$ cat config.mk
export PLATFORM = sky130hd
export DESIGN_NAME = pc_stack_unit
export DESIGN_NICKNAME = d
export VERILOG_FILES = /design/src/rtl/pc_stack_unit_pkg.sv /design/src/rtl/pc_ret_stack.sv /design/src/rtl/pc_stack_unit.sv
export SDC_FILE = /design/constraint.sdc
export NUM_CORES = 1
export LEC_CHECK = 0
export BUFFER_PORTS_ARGS = -buffer_cell sky130_fd_sc_hd__buf_2
export CELL_PAD_IN_SITES_DETAIL_PLACEMENT = 1
export CELL_PAD_IN_SITES_GLOBAL_PLACEMENT = 2
export CORE_AREA = 3 3 92 72
export DETAILED_ROUTE_END_ITERATION = 7
export DIE_AREA = 0 0 95 75
export GPL_ROUTABILITY_DRIVEN = 0
export GPL_TIMING_DRIVEN = 0
export PLACE_DENSITY_LB_ADDON = 0.1
export SLEW_MARGIN = 20
export SYNTH_ARGS = -nofsm -noshare
export SYNTH_HDL_FRONTEND = slang
export SYNTH_SLANG_ARGS = --single-unit
$ cat constraint.sdc
create_clock -name clk -period 2.9 [get_ports clk]
set_input_delay 0.435 -clock clk [delete_from_list [all_inputs] [get_ports clk]]
set_output_delay 0.435 -clock clk [all_outputs]
set_load 0.01 [all_outputs]
$ cat src/rtl/pc_stack_unit_pkg.sv
// Shared definitions for the fetch-stage PC generator: PC control codes and
// the default reset vector.
package pc_stack_unit_pkg;

    typedef enum logic [2:0] {
        PC_NOP  = 3'd0,
        PC_GOTO = 3'd1,
        PC_CALL = 3'd2,
        PC_RET  = 3'd3
    } pc_ctl_e;

    localparam logic [10:0] PC_RST_VEC = 11'h1FF;

endpackage

$ cat src/rtl/pc_ret_stack.sv
// Circular hardware return stack: pushes past DEPTH overwrite the oldest entry,
// pops from empty still read the wrapped slot. Contents are never reset.
module pc_ret_stack #(
    parameter int W     = 11,
    parameter int DEPTH = 2
) (
    input  logic                     clk,
    input  logic                     rst,
    input  logic                     push,
    input  logic                     pop,
    input  logic [W-1:0]             din,
    output logic [W-1:0]             dout,
    output logic                     full,
    output logic                     empty,
    output logic [$clog2(DEPTH):0]   sp_cnt,
    output logic                     ovf_evt,
    output logic                     unf_evt
);

    localparam int AW = $clog2(DEPTH);
    localparam logic [AW:0] FULL_CNT = (AW+1)'(DEPTH);

    logic [W-1:0]  mem [DEPTH];
    logic [AW-1:0] wp;
    logic [AW-1:0] rp;

    assign rp      = wp - AW'(1);
    assign dout    = mem[rp];
    assign full    = (sp_cnt == FULL_CNT);
    assign empty   = (sp_cnt == '0);
    assign ovf_evt = push & full;
    assign unf_evt = pop & empty;

    always_ff @(posedge clk) begin
        if (push)
            mem[wp] <= din;
    end

    // DEPTH is a power of two, so the pointer wraps by plain overflow
    always_ff @(posedge clk) begin
        if (rst) begin
            wp     <= '0;
            sp_cnt <= '0;
        end else if (push) begin
            wp <= wp + AW'(1);
            if (!full)
                sp_cnt <= sp_cnt + (AW+1)'(1);
        end else if (pop) begin
            wp <= rp;
            if (!empty)
                sp_cnt <= sp_cnt - (AW+1)'(1);
        end
    end

endmodule

$ cat src/rtl/pc_stack_unit.sv
// Registered program counter with next-PC selection, return stack and sticky
// overflow/underflow flags for the clairisc fetch stage.
module pc_stack_unit
    import pc_stack_unit_pkg::*;
#(
    parameter int          PC_W    = 11,
    parameter int          DEPTH   = 2,
    parameter logic [10:0] RST_VEC = PC_RST_VEC
) (
    input  logic                   clk,
    input  logic                   rst,
    input  logic                   en,
    input  logic [2:0]             ctl,
    input  logic [11:0]            ins,
    input  logic [1:0]             pa,
    input  logic                   skip,
    input  logic                   clr_flags,
    output logic [PC_W-1:0]        pc,
    output logic [$clog2(DEPTH):0] sp_cnt,
    output logic                   ovf,
    output logic                   unf
);

    logic [PC_W-1:0] inc;
    logic [PC_W-1:0] pc_nxt;
    logic [PC_W-1:0] stk_dout;
    logic            push_req;
    logic            pop_req;
    logic            stk_full;
    logic            stk_empty;
    logic            ovf_evt;
    logic            unf_evt;
    logic            unused_ok;

    assign unused_ok = ^{ins[11:9], stk_full, stk_empty};
    assign inc       = pc + PC_W'(1);

    // skip outranks every control code, including CALL and RET
    always_comb begin
        push_req = 1'b0;
        pop_req  = 1'b0;
        pc_nxt   = inc;
        if (!skip) begin
            case (ctl)
                PC_GOTO: pc_nxt = PC_W'({pa, ins[8:0]});
                PC_CALL: begin
                    push_req = 1'b1;
                    pc_nxt   = PC_W'({pa, 1'b0, ins[7:0]});
                end
                PC_RET: begin
                    pop_req = 1'b1;
                    pc_nxt  = stk_dout;
                end
                default: pc_nxt = inc;
            endcase
        end
    end

    pc_ret_stack #(
        .W     (PC_W),
        .DEPTH (DEPTH)
    ) u_stack (
        .clk     (clk),
        .rst     (rst),
        .push    (en & push_req),
        .pop     (en & pop_req),
        .din     (inc),
        .dout    (stk_dout),
        .full    (stk_full),
        .empty   (stk_empty),
        .sp_cnt  (sp_cnt),
        .ovf_evt (ovf_evt),
        .unf_evt (unf_evt)
    );

    always_ff @(posedge clk) begin
        if (rst)
            pc <= PC_W'(RST_VEC);
        else if (en)
            pc <= pc_nxt;
    end

    // clr_flags works even while stalled; a coincident new event wins
    always_ff @(posedge clk) begin
        if (rst) begin
            ovf <= 1'b0;
            unf <= 1'b0;
        end else begin
            ovf <= (ovf & ~clr_flags) | ovf_evt;
            unf <= (unf & ~clr_flags) | unf_evt;
        end
    end

endmodule

==> results of run 1 <==
flip-flops by register name, summed over array words and instances (netlist names):
signal / flops
u_stack.mem: 22
pc: 11
u_stack.sp_cnt: 2
ovf: 1
u_stack.wp: 1
unf: 1
routing by layer:
| metal | global-route usage, % | up-vias | wire (microns) |
|---|---|---|---|
| met1 | 25.1 | 818 | 2950 |
| met3 | 3.40 | 10 | 162 |
| met4 | 7.04 | 0 | 95 |
| met2 | 26.0 | 31 | 2490 |
| li1 | - | 814 | - |
| met5 | 0 | - | 0 |
cells in the final DEF, fill, tap and decap left out, drive strengths merged, types with 2 or more instances in the layout:
cell,count
a221oi,3
or4,2
clkbuf,8
mux2i,9
nor2,13
edfxtp,22
nand3,8
buf,42
o21a,4
dfxtp,16
bufinv,2
xnor2,7
a211o,2
mux2,3
nor4,7
o21ai,13
inv,11
o22ai,2
or2,3
a21oi,16
nand4,3
a31oi,3
xor2,5
nand2,7
nor3,10
where the power goes:
| group | switching [mW] | internal (mW) |
|---|---|---|
| Clock | 0.198 | 0.345 |
| Combinational | 0.145 | 0.0960 |
| Sequential | 0.0324 | 0.609 |
through the flow:
stage | total power, mW | TNS (ns) | hold WS (ns) | worst slack (ns) | cells
after global routing | 1.49 | 0 | 0.415 | 0.874 | 316
after floorplan | 0.803 | 0 | 0.523 | 0.672 | 195
final | 1.42 | 0 | 0.390 | 0.963 | 316
after detailed placement | 0.895 | 0 | 0.533 | 0.797 | 308
after global placement | 0.884 | -0.445 | 0.469 | -0.0412 | 306
after CTS | 1.44 | 0 | 0.392 | 0.998 | 316
worst min-delay path, delay by kind of cell:
family                 cells  cell delay (ns)
AO/OA/AOI/OAI              1             0.06
buffers and inverters      1             0.08
AND/OR/NAND/NOR            1             0.09
path summary, 6_finish.rpt:
check	to	slack (ns)	cells past startpoint
setup / recovery	pc[6]$_SDFFE_PP1P_	0.96	5
hold / removal	pc[3]$_SDFFE_PP1P_	0.39	3
setup reg to reg	pc[6]$_SDFFE_PP1P_	0.96	5
hold reg to reg	pc[10]$_SDFFE_PP0P_	0.55	2
synthesized netlist by cell type (all sizes together) (4+ instances only):
cell type / number / area, sq um
o21a: 4 / 30.0
xor2: 5 / 43.8
buf: 7 / 40.0
xnor2: 7 / 61.3
nand2: 7 / 26.3
dfxtp: 16 / 320
mux2i: 9 / 90.1
nor3: 10 / 55.1
nand3: 8 / 40.0
o21ai: 13 / 65.1
nor2: 13 / 48.8
a21oi: 16 / 80.1
edfxtp: 22 / 661
nor4: 7 / 50.1
inv: 11 / 41.3
final cells by class:
| class | count | area (sq um) |
|---|---|---|
| Timing Repair Buffer | 35 | 180 |
| Sequential cell | 38 | 981 |
| Buffer | 10 | 51.3 |
| Fill cell | 658 | 3400 |
| Clock inverter | 3 | 68.8 |
| Tap cell | 78 | 97.6 |
| Inverter | 11 | 41.3 |
| Clock buffer | 5 | 68.8 |
| Multi-Input combinational cell | 136 | 907 |
cells by family after synthesis:
group                      share of synthesized area [%]
and+or+nand+nor                                     17.1
xor gates and xnor gates                            5.33
adders and majority gates                          0.635
muxes                                               6.29
buffers and inverters                               4.70
DFF                                                 49.8
AOI/OAI and AO/OA                                   16.2
==> results_dict.tcl, run 1 <==
set metrics [dict create \
    status "complete, no violations" \
    cts_buffer_depth 2 \
    cp_max_fo 6 \
    post_cts_buffers 0 \
    area_growth_pct 21.6 \
    crit_chain "ha_1 -> nand4_1 -> o22ai_1 -> a21oi_1 -> or4_1" \
    p_leak_nw 0.908 \
    ys.flop_type "edfxtp_1" \
    clock-sinks 38 \
    die_area_sq_um 7130 \
    dp_hpwl_microns 4390 \
    async_flop_share_pct 0 \
    clkTransAtPathRegs_ns 0.08 \
    insertion_delay_ns 0.30 \
    h-tree-depth 2 \
    cts_tree "yes" \
    clock.fmax_mhz 516 \
    grtUsageTotal_pct 17.5 \
    wl_per_cell_microns 18.0 \
    wirelength_microns 5700 \
    coreArea_sq_um 5800 \
    num_vias 1673 \
    worstPathArrival_ns 2.12 \
    clock-root-buffer "clkbuf_8" \
    worstPathRequired_ns 3.08 \
    drc 0 \
    avgSynthCellArea_sq_um 10.1 \
    drtAntennaViolNets 0 \
    postSynthCellCount 195 \
    nets 260 \
    grt_antenna_before_repair 0 \
    p_per_area_nw_per_um2 595 \
    rsz0062_at_grt "false" \
    first_pass_iters 4 \
    syn-cell-area_sq_um 1970 \
    skew_ns 0.0116 \
    postCtsResizedCells 0 \
    ys_seq_area_share_pct 49.8 \
    fin_util_pct 41.3 \
    hold_buffers 0 \
    fin_area_sq_um 2400 \
    critical-path-slowest-cell "dfxtp_1" \
    post_drt_via_cell_ratio 5.29 \
    io_pins 37 \
    drive_gt1_share_pct 25.6 \
    hold_path.class "in -> reg" \
    critical_path.top_delay_family "simple AND/OR/NAND/NOR gates" \
    num_antenna_cells 0 \
    grt_pass1_vias 1740 \
    syn_nets 218 \
    synth-warning-count 0 \
    slowest_delay_ns 0.45 \
    synth_edf_count 22 \
    crit_path_end_kind "flop" \
    dieHeight_microns 75 \
    finalSetupViolations 0 \
    r2r_start "pc[1]$_SDFFE_PP1P_" \
    worst_slew_pin_slew_ns 0.614 \
    ys_types 48 \
    crit_path_start "pc[1]$_SDFFE_PP1P_" \
    tritoncts.num_buffers 5 \
    die_w_microns 95 \
    hold_viol_final 0 \
    drv_slew 0 \
    num_rows 24 \
    portBuffers 33 \
    grt_first_pass_wirelength_microns 9110 \
    synth-seq-cells 38 \
    placed_cell_area_sq_um 2260 \
    grt_max_degree 14 \
    timing.slew.headroom_pct 59.0 \
    maxCapViolations 0 \
    worstSetupStartpointType "flop" \
    min_period_ns 1.94 \
    fin_crit_sh_pct 66.8 \
    overflow 0 \
    path_buf_inv 0 \
    min_from "ins[3]" \
    drt_iter0_markers 73 \
    initial_core_util_pct 34.0 \
    ir_worst_vdd_mv 0.187 \
    critical_path_class "reg -> reg" \
]
No activity file was read; power rests on OpenSTA's default activity.
==> run 2: changes to the inputs <==
--- a/config.mk
+++ b/config.mk
@@ -5,12 +5,13 @@
 export SDC_FILE = /design/constraint.sdc
 export NUM_CORES = 1
 export LEC_CHECK = 0
+export ABC_AREA = 1
 export BUFFER_PORTS_ARGS = -buffer_cell sky130_fd_sc_hd__buf_2
 export CELL_PAD_IN_SITES_DETAIL_PLACEMENT = 1
 export CELL_PAD_IN_SITES_GLOBAL_PLACEMENT = 2
-export CORE_AREA = 3 3 92 72
+export CORE_AREA = 3 3 95 75
 export DETAILED_ROUTE_END_ITERATION = 7
-export DIE_AREA = 0 0 95 75
+export DIE_AREA = 0 0 98 78
 export GPL_ROUTABILITY_DRIVEN = 0
 export GPL_TIMING_DRIVEN = 0
 export PLACE_DENSITY_LB_ADDON = 0.1
==> constraint.sdc (replaced) <==
create_clock -name clk -period 2 [get_ports clk]
set_input_delay 0.3 -clock clk [delete_from_list [all_inputs] [get_ports clk]]
set_output_delay 0.3 -clock clk [all_outputs]
set_load 0.01 [all_outputs]
==> results_dict.tcl, run 2 <==
set metrics [dict create \
    overflow 0 \
    dp_hpwl_microns 4160 \
    min_period_ns 1.70 \
    worst_slew_pin_slew_ns 0.685 \
    critical-path-slowest-cell "nor2_2" \
    syn_nets 266 \
    p_leak_nw 1.03 \
    nets 305 \
    post_drt_via_cell_ratio 4.71 \
    timing.slew.headroom_pct 54.3 \
    maxCapViolations 0 \
    drt_iter0_markers 59 \
    drv_slew 0 \
    fin_util_pct 37.8 \
    die_w_microns 98 \
    clock-root-buffer "clkbuf_8" \
    yosysMostFrequentCell "nand2_1" \
    top_regs "u_stack.mem (22), pc (11), u_stack.sp_cnt (2)" \
    io_pins 37 \
    syn-cell-area_sq_um 1970 \
    worstSetupStartpointType "flop" \
    num_vias 1715 \
    regMostFlops "u_stack.mem" \
    ir_worst_vdd_mv 0.320 \
    power_mw 1.85 \
    ys_types 29 \
    clock.fmax_mhz 589 \
    drive_gt1_share_pct 23.7 \
    dieHeight_microns 78 \
    hold_viol_final 0 \
    ys_seq_area_share_pct 49.7 \
    ys_top_cells_by_count "80 x nand2_1, 23 x nand3_1, 22 x edfxtp_1" \
    fin_crit_sh_pct 84.9 \
    insertion_delay_ns 0.29 \
    clkTransAtPathRegs_ns 0.08 \
    synth_edf_count 22 \
    slowest_delay_ns 0.56 \
    finalSetupViolations 0 \
    hold_path.class "in -> reg" \
    crit_chain "inv_1 -> buf_2 -> nor2_2" \
    num_rows 25 \
    fill_cells 780 \
    yosys.area.top_type "edfxtp_1" \
    grt_max_degree 13 \
    cp_max_fo 11 \
    cts_buffer_depth 2 \
    drc 0 \
    wl_per_cell_microns 15.4 \
    crit_path_end_kind "flop" \
    postSynthCellCount 243 \
    critical_path.top_delay_family "simple AND/OR/NAND/NOR gates" \
    h-tree-depth 2 \
    drtAntennaViolNets 0 \
    num_antenna_cells 0 \
    synth_top_cells_by_area "edfxtp_1 33%, dfxtp_1 16%, nand2_1 15%" \
    final_common_cell "nand2_1" \
    initial_core_util_pct 31.7 \
    grt_antenna_before_repair 0 \
    skew_ns 0.00893 \
    grt_first_pass_wirelength_microns 8820 \
    first_pass_iters 4 \
    synth-warning-count 0 \
    wirelength_microns 5620 \
    tritoncts.num_buffers 5 \
    p_per_area_nw_per_um2 788 \
    path_buf_inv 2 \
    largest_reg_flops 22 \
    avgSynthCellArea_sq_um 8.13 \
    status "complete, no violations" \
    ys.flop_type "edfxtp_1" \
    synth-seq-cells 38 \
    grtUsageTotal_pct 15.2 \
    coreArea_sq_um 6220 \
    yosysTopAreaCellShare_pct 33.5 \
    critical_path_class "reg -> reg" \
    most-common-layout-cells "80 x nand2_1, 35 x buf_2, 23 x nand3_1" \
    worstPathRequired_ns 1.92 \
    die_area_sq_um 7640 \
    portBuffers 32 \
    cts_tree "yes" \
    worstPathArrival_ns 1.62 \
    async_flop_share_pct 0 \
    clock-sinks 38 \
    grt_pass1_vias 1705 \
    rsz0062_at_grt "false" \
    area_growth_pct 19.1 \
]
## run 2: cell types whose count changed after synthesis, sizes merged, moves of 7 or more
cell | before | now
mux2i | 9 | 0
nor3 | 10 | 1
inv | 11 | 22
nand3 | 8 | 23
nor4 | 7 | 0
o21ai | 13 | 6
nor2 | 13 | 21
nand2 | 7 | 84
## run 2: repair_timing
item | CTS | global route
endpoints found under the setup margin | 11 | 0
hold buffers | 0 | 0
gates resized for setup | 1 | 0
setup buffers | 0 | 0
## run 2: area by class of cell
cell class | count | area [sq um] | area share (%)
Sequential cell | 38 | 981 | 41.7
Multi-Input combinational cell | 176 | 875 | 37.2
Timing Repair Buffer | 32 | 160 | 6.81
Clock buffer | 8 | 111 | 4.73
Tap cell | 81 | 101 | 4.31
Inverter | 22 | 82.6 | 3.51
Buffer | 7 | 41.3 | 1.76
## run 2: tightest hold or removal path, delay by kind of cell
family          cells  cell delay, ns
simple gates        1            0.05
compound gates      1            0.05
buf+inv             2            0.11
## run 2: power breakdown
group | internal, mW | total [mW] | switching, mW | leakage, nW
clock | 0.356 | 0.625 | 0.269 | 0.0566
combinational | 0.113 | 0.326 | 0.213 | 0.647
sequential | 0.874 | 0.902 | 0.0280 | 0.330
total | 1.34 | 1.85 | 0.510 | 1.03
## run 2: cells by family after synthesis
family          Yosys count  share of synthesized area [%]
xor+xnor                  3                           1.33
fa+ha+maj                 1                          0.634
simple gates            141                           33.3
buf+inv                  29                           6.27
compound gates           31                           8.75
flops                    38                           49.7
## run 2: final timing paths
check | from | to | slack, ns | cells past startpoint
max | u_stack.wp$_SDFFE_PP0P_ | u_stack.mem[1][10]$_DFFE_PP_ | 0.30 | 3
min | clr_flags | ovf$_SDFF_PP0_ | 0.27 | 4
max reg2reg | u_stack.wp$_SDFFE_PP0P_ | u_stack.mem[1][10]$_DFFE_PP_ | 0.30 | 3
min reg2reg | ovf$_SDFF_PP0_ | ovf$_SDFF_PP0_ | 0.47 | 2
## run 2: stage by stage
step	setup WS, ns	instances	instance area [sq um]	hold slack (ns)	TNS [ns]
floorplan	0.455	243	1970	0.421	0
global placement	-0.186	356	2240	0.457	-3.88
detailed placement	-0.232	356	2240	0.468	-4.52
CTS	0.0723	364	2350	0.264	0
global route	0.187	364	2350	0.266	0
finish	0.301	364	2350	0.270	0
## run 2: per-layer routing
layer / part of all wire, % / GRT usage, % / up-vias
li1: - / - / 882
met2: 44 / 23.4 / 27
met3: 3.9 / 3.50 / 7
met1: 51 / 21.2 / 799
met5: 0 / 0 / -
met4: 1.1 / 4.15 / 0
==> run 3: changes to the inputs <==
--- a/config.mk
+++ b/config.mk
@@ -5,13 +5,13 @@
 export SDC_FILE = /design/constraint.sdc
 export NUM_CORES = 1
 export LEC_CHECK = 0
-export ABC_AREA = 1
+export ABC_AREA = 0
 export BUFFER_PORTS_ARGS = -buffer_cell sky130_fd_sc_hd__buf_2
 export CELL_PAD_IN_SITES_DETAIL_PLACEMENT = 1
 export CELL_PAD_IN_SITES_GLOBAL_PLACEMENT = 2
-export CORE_AREA = 3 3 95 75
+export CORE_AREA = 3 3 92 72
 export DETAILED_ROUTE_END_ITERATION = 7
-export DIE_AREA = 0 0 98 78
+export DIE_AREA = 0 0 95 75
 export GPL_ROUTABILITY_DRIVEN = 0
 export GPL_TIMING_DRIVEN = 0
 export PLACE_DENSITY_LB_ADDON = 0.1
==> constraint.sdc (replaced) <==
create_clock -name clk -period 1.76 [get_ports clk]
set_input_delay 0.264 -clock clk [delete_from_list [all_inputs] [get_ports clk]]
set_output_delay 0.264 -clock clk [all_outputs]
set_load 0.01 [all_outputs]
==> results_dict.tcl, run 3 (same netlist as run 1, synthesis figures left out) <==
set metrics [dict create \
    worstSetupStartpointType "flop" \
    clock-sinks 38 \
    grt_antenna_before_repair 0 \
    power.switching_uw 634 \
    fin_crit_sh_pct 95.4 \
    tritoncts.num_buffers 5 \
    grt_max_degree 14 \
    portBuffers 33 \
    timing.slew.headroom_pct 58.3 \
    power.sequential.fraction_pct 45.6 \
    comb_power_share_pct 18.2 \
    ir_worst_vdd_mv 0.351 \
    holdWs_ns 0.224 \
    wl_per_cell_microns 18.5 \
    crit_path_end_kind "flop" \
    p_per_area_nw_per_um2 955 \
    insertion_delay_ns 0.29 \
    die_area_sq_um 7130 \
    overflow 0 \
    grtUsageTotal_pct 17.5 \
    worstPathRequired_ns 1.93 \
    nets 261 \
    p_clk_share_pct 36.1 \
    maxCapViolations 0 \
    most-common-layout-cells "38 x buf_2, 22 x edfxtp_1, 16 x a21oi_1" \
    hold_path.class "in -> reg" \
    regMostFlops "u_stack.mem" \
    drive_gt1_share_pct 27.2 \
    multiInputGateArea_sq_um 932 \
    drv_slew 0 \
    p_leak_nw 0.919 \
    dp_hpwl_microns 4510 \
    num_antenna_cells 0 \
    drtAntennaViolNets 0 \
    post_drt_via_cell_ratio 5.21 \
    clock-root-buffer "clkbuf_8" \
    grt_first_pass_wirelength_microns 9200 \
    setup_tns_ns 0 \
    switching_share_pct 27.3 \
    cp_max_fo 6 \
    cts_tree "yes" \
    hold_buffers 0 \
    internal-power_mw 1.69 \
    min_period_ns 1.68 \
    grt_pass1_vias 1758 \
    num_vias 1650 \
    die_w_microns 95 \
    wirelength_microns 5850 \
    finalSetupViolations 0 \
    coreArea_sq_um 5800 \
    area_growth_pct 23.2 \
    h-tree-depth 2 \
    initial_core_util_pct 34.0 \
    cts_buffer_depth 2 \
    dieHeight_microns 75 \
    status "complete, no violations" \
    power_mw 2.32 \
    skew_ns 0.0109 \
    fin_util_pct 41.9 \
    first_pass_iters 6 \
    num_rows 24 \
    largest_reg_flops 22 \
    drc 0 \
    hold_viol_final 0 \
    critical_path_class "reg -> reg" \
    io_pins 37 \
    top_regs "u_stack.mem (22), pc (11), u_stack.sp_cnt (2)" \
    worst_slew_pin_slew_ns 0.625 \
    final_common_cell "buf_2" \
    clock.fmax_mhz 595 \
    worstPathArrival_ns 1.85 \
    clkTransAtPathRegs_ns 0.08 \
    drt_iter0_markers 56 \
    seq_area_sq_um 986 \
    fill_cells 658 \
]
-- run 3: cell types whose count changed in the layout (fill, tap and decap cells not counted), sizes merged, moves of 4 or more --
cell,delta
nand2,-77
xnor2,+5
nor4,+7
inv,-11
nor2,-8
nand3,-15
buf,+6
mux2i,+9
o21ai,+7
xor2,+4
nor3,+9
o211ai,-5
-- run 3: final timing paths --
check	from	cells after the start	slack, ns	end
setup / recovery	pc[1]$_SDFFE_PP1P_	5	0.08	pc[6]$_SDFFE_PP1P_
hold / removal	ins[3]	3	0.22	pc[3]$_SDFFE_PP1P_
setup reg to reg	pc[1]$_SDFFE_PP1P_	5	0.08	pc[6]$_SDFFE_PP1P_
hold reg to reg	ovf$_SDFF_PP0_	2	0.52	ovf$_SDFF_PP0_
-- run 3: worst max-delay path, stage by stage, from the launching register on --
cell,delay [ns]
dfxtp_2,0.41
ha_4,0.20
nand4_1,0.18
o22ai_1,0.23
a21oi_1,0.08
or4_1,0.46
-- run 3: layer usage --
metal | GRT usage [%] | share of wire, % | routed length [microns] | up-vias
met5 | 0 | 0 | 0 | -
met4 | 4.64 | 0.94 | 55 | 0
met3 | 3.60 | 2.8 | 164 | 7
met2 | 28.6 | 45 | 2640 | 23
met1 | 23.8 | 51 | 2990 | 799
li1 | - | - | - | 821
-- run 3: area by class of cell --
type	count	area share [%]
repair buffers	36	7.73
well taps	78	4.02
inverters	11	1.70
flip-flops and latches	38	40.6
clock inverters	2	1.60
plain buffers	10	2.11
clock buffers	6	3.86
multi-input cells	136	38.4
-- run 3: power groups by stage --
stage / clock (mW) / combinational (mW) / sequential, mW
after floorplan: 0 / 0.248 / 1.08
after global placement: 0 / 0.386 / 1.07
after detailed placement: 0 / 0.401 / 1.08
after CTS: 0.856 / 0.413 / 1.06
after global routing: 0.895 / 0.469 / 1.07
final: 0.838 / 0.423 / 1.06
-- run 3: repair_timing --
item,in CTS,in global routing
endpoints found under the setup margin,29,12
setup buffers,0,3
resized for setup,6,1
-- run 3: metrics by stage --
stage	instance area (sq um)	worst slack (ns)	std cells
global placement	2240	-0.386	306
finish	2430	0.0805	317
global route	2430	-0.00169	317
detailed placement	2240	-0.449	306
CTS	2400	0.0155	314
floorplan	1980	0.0776	195
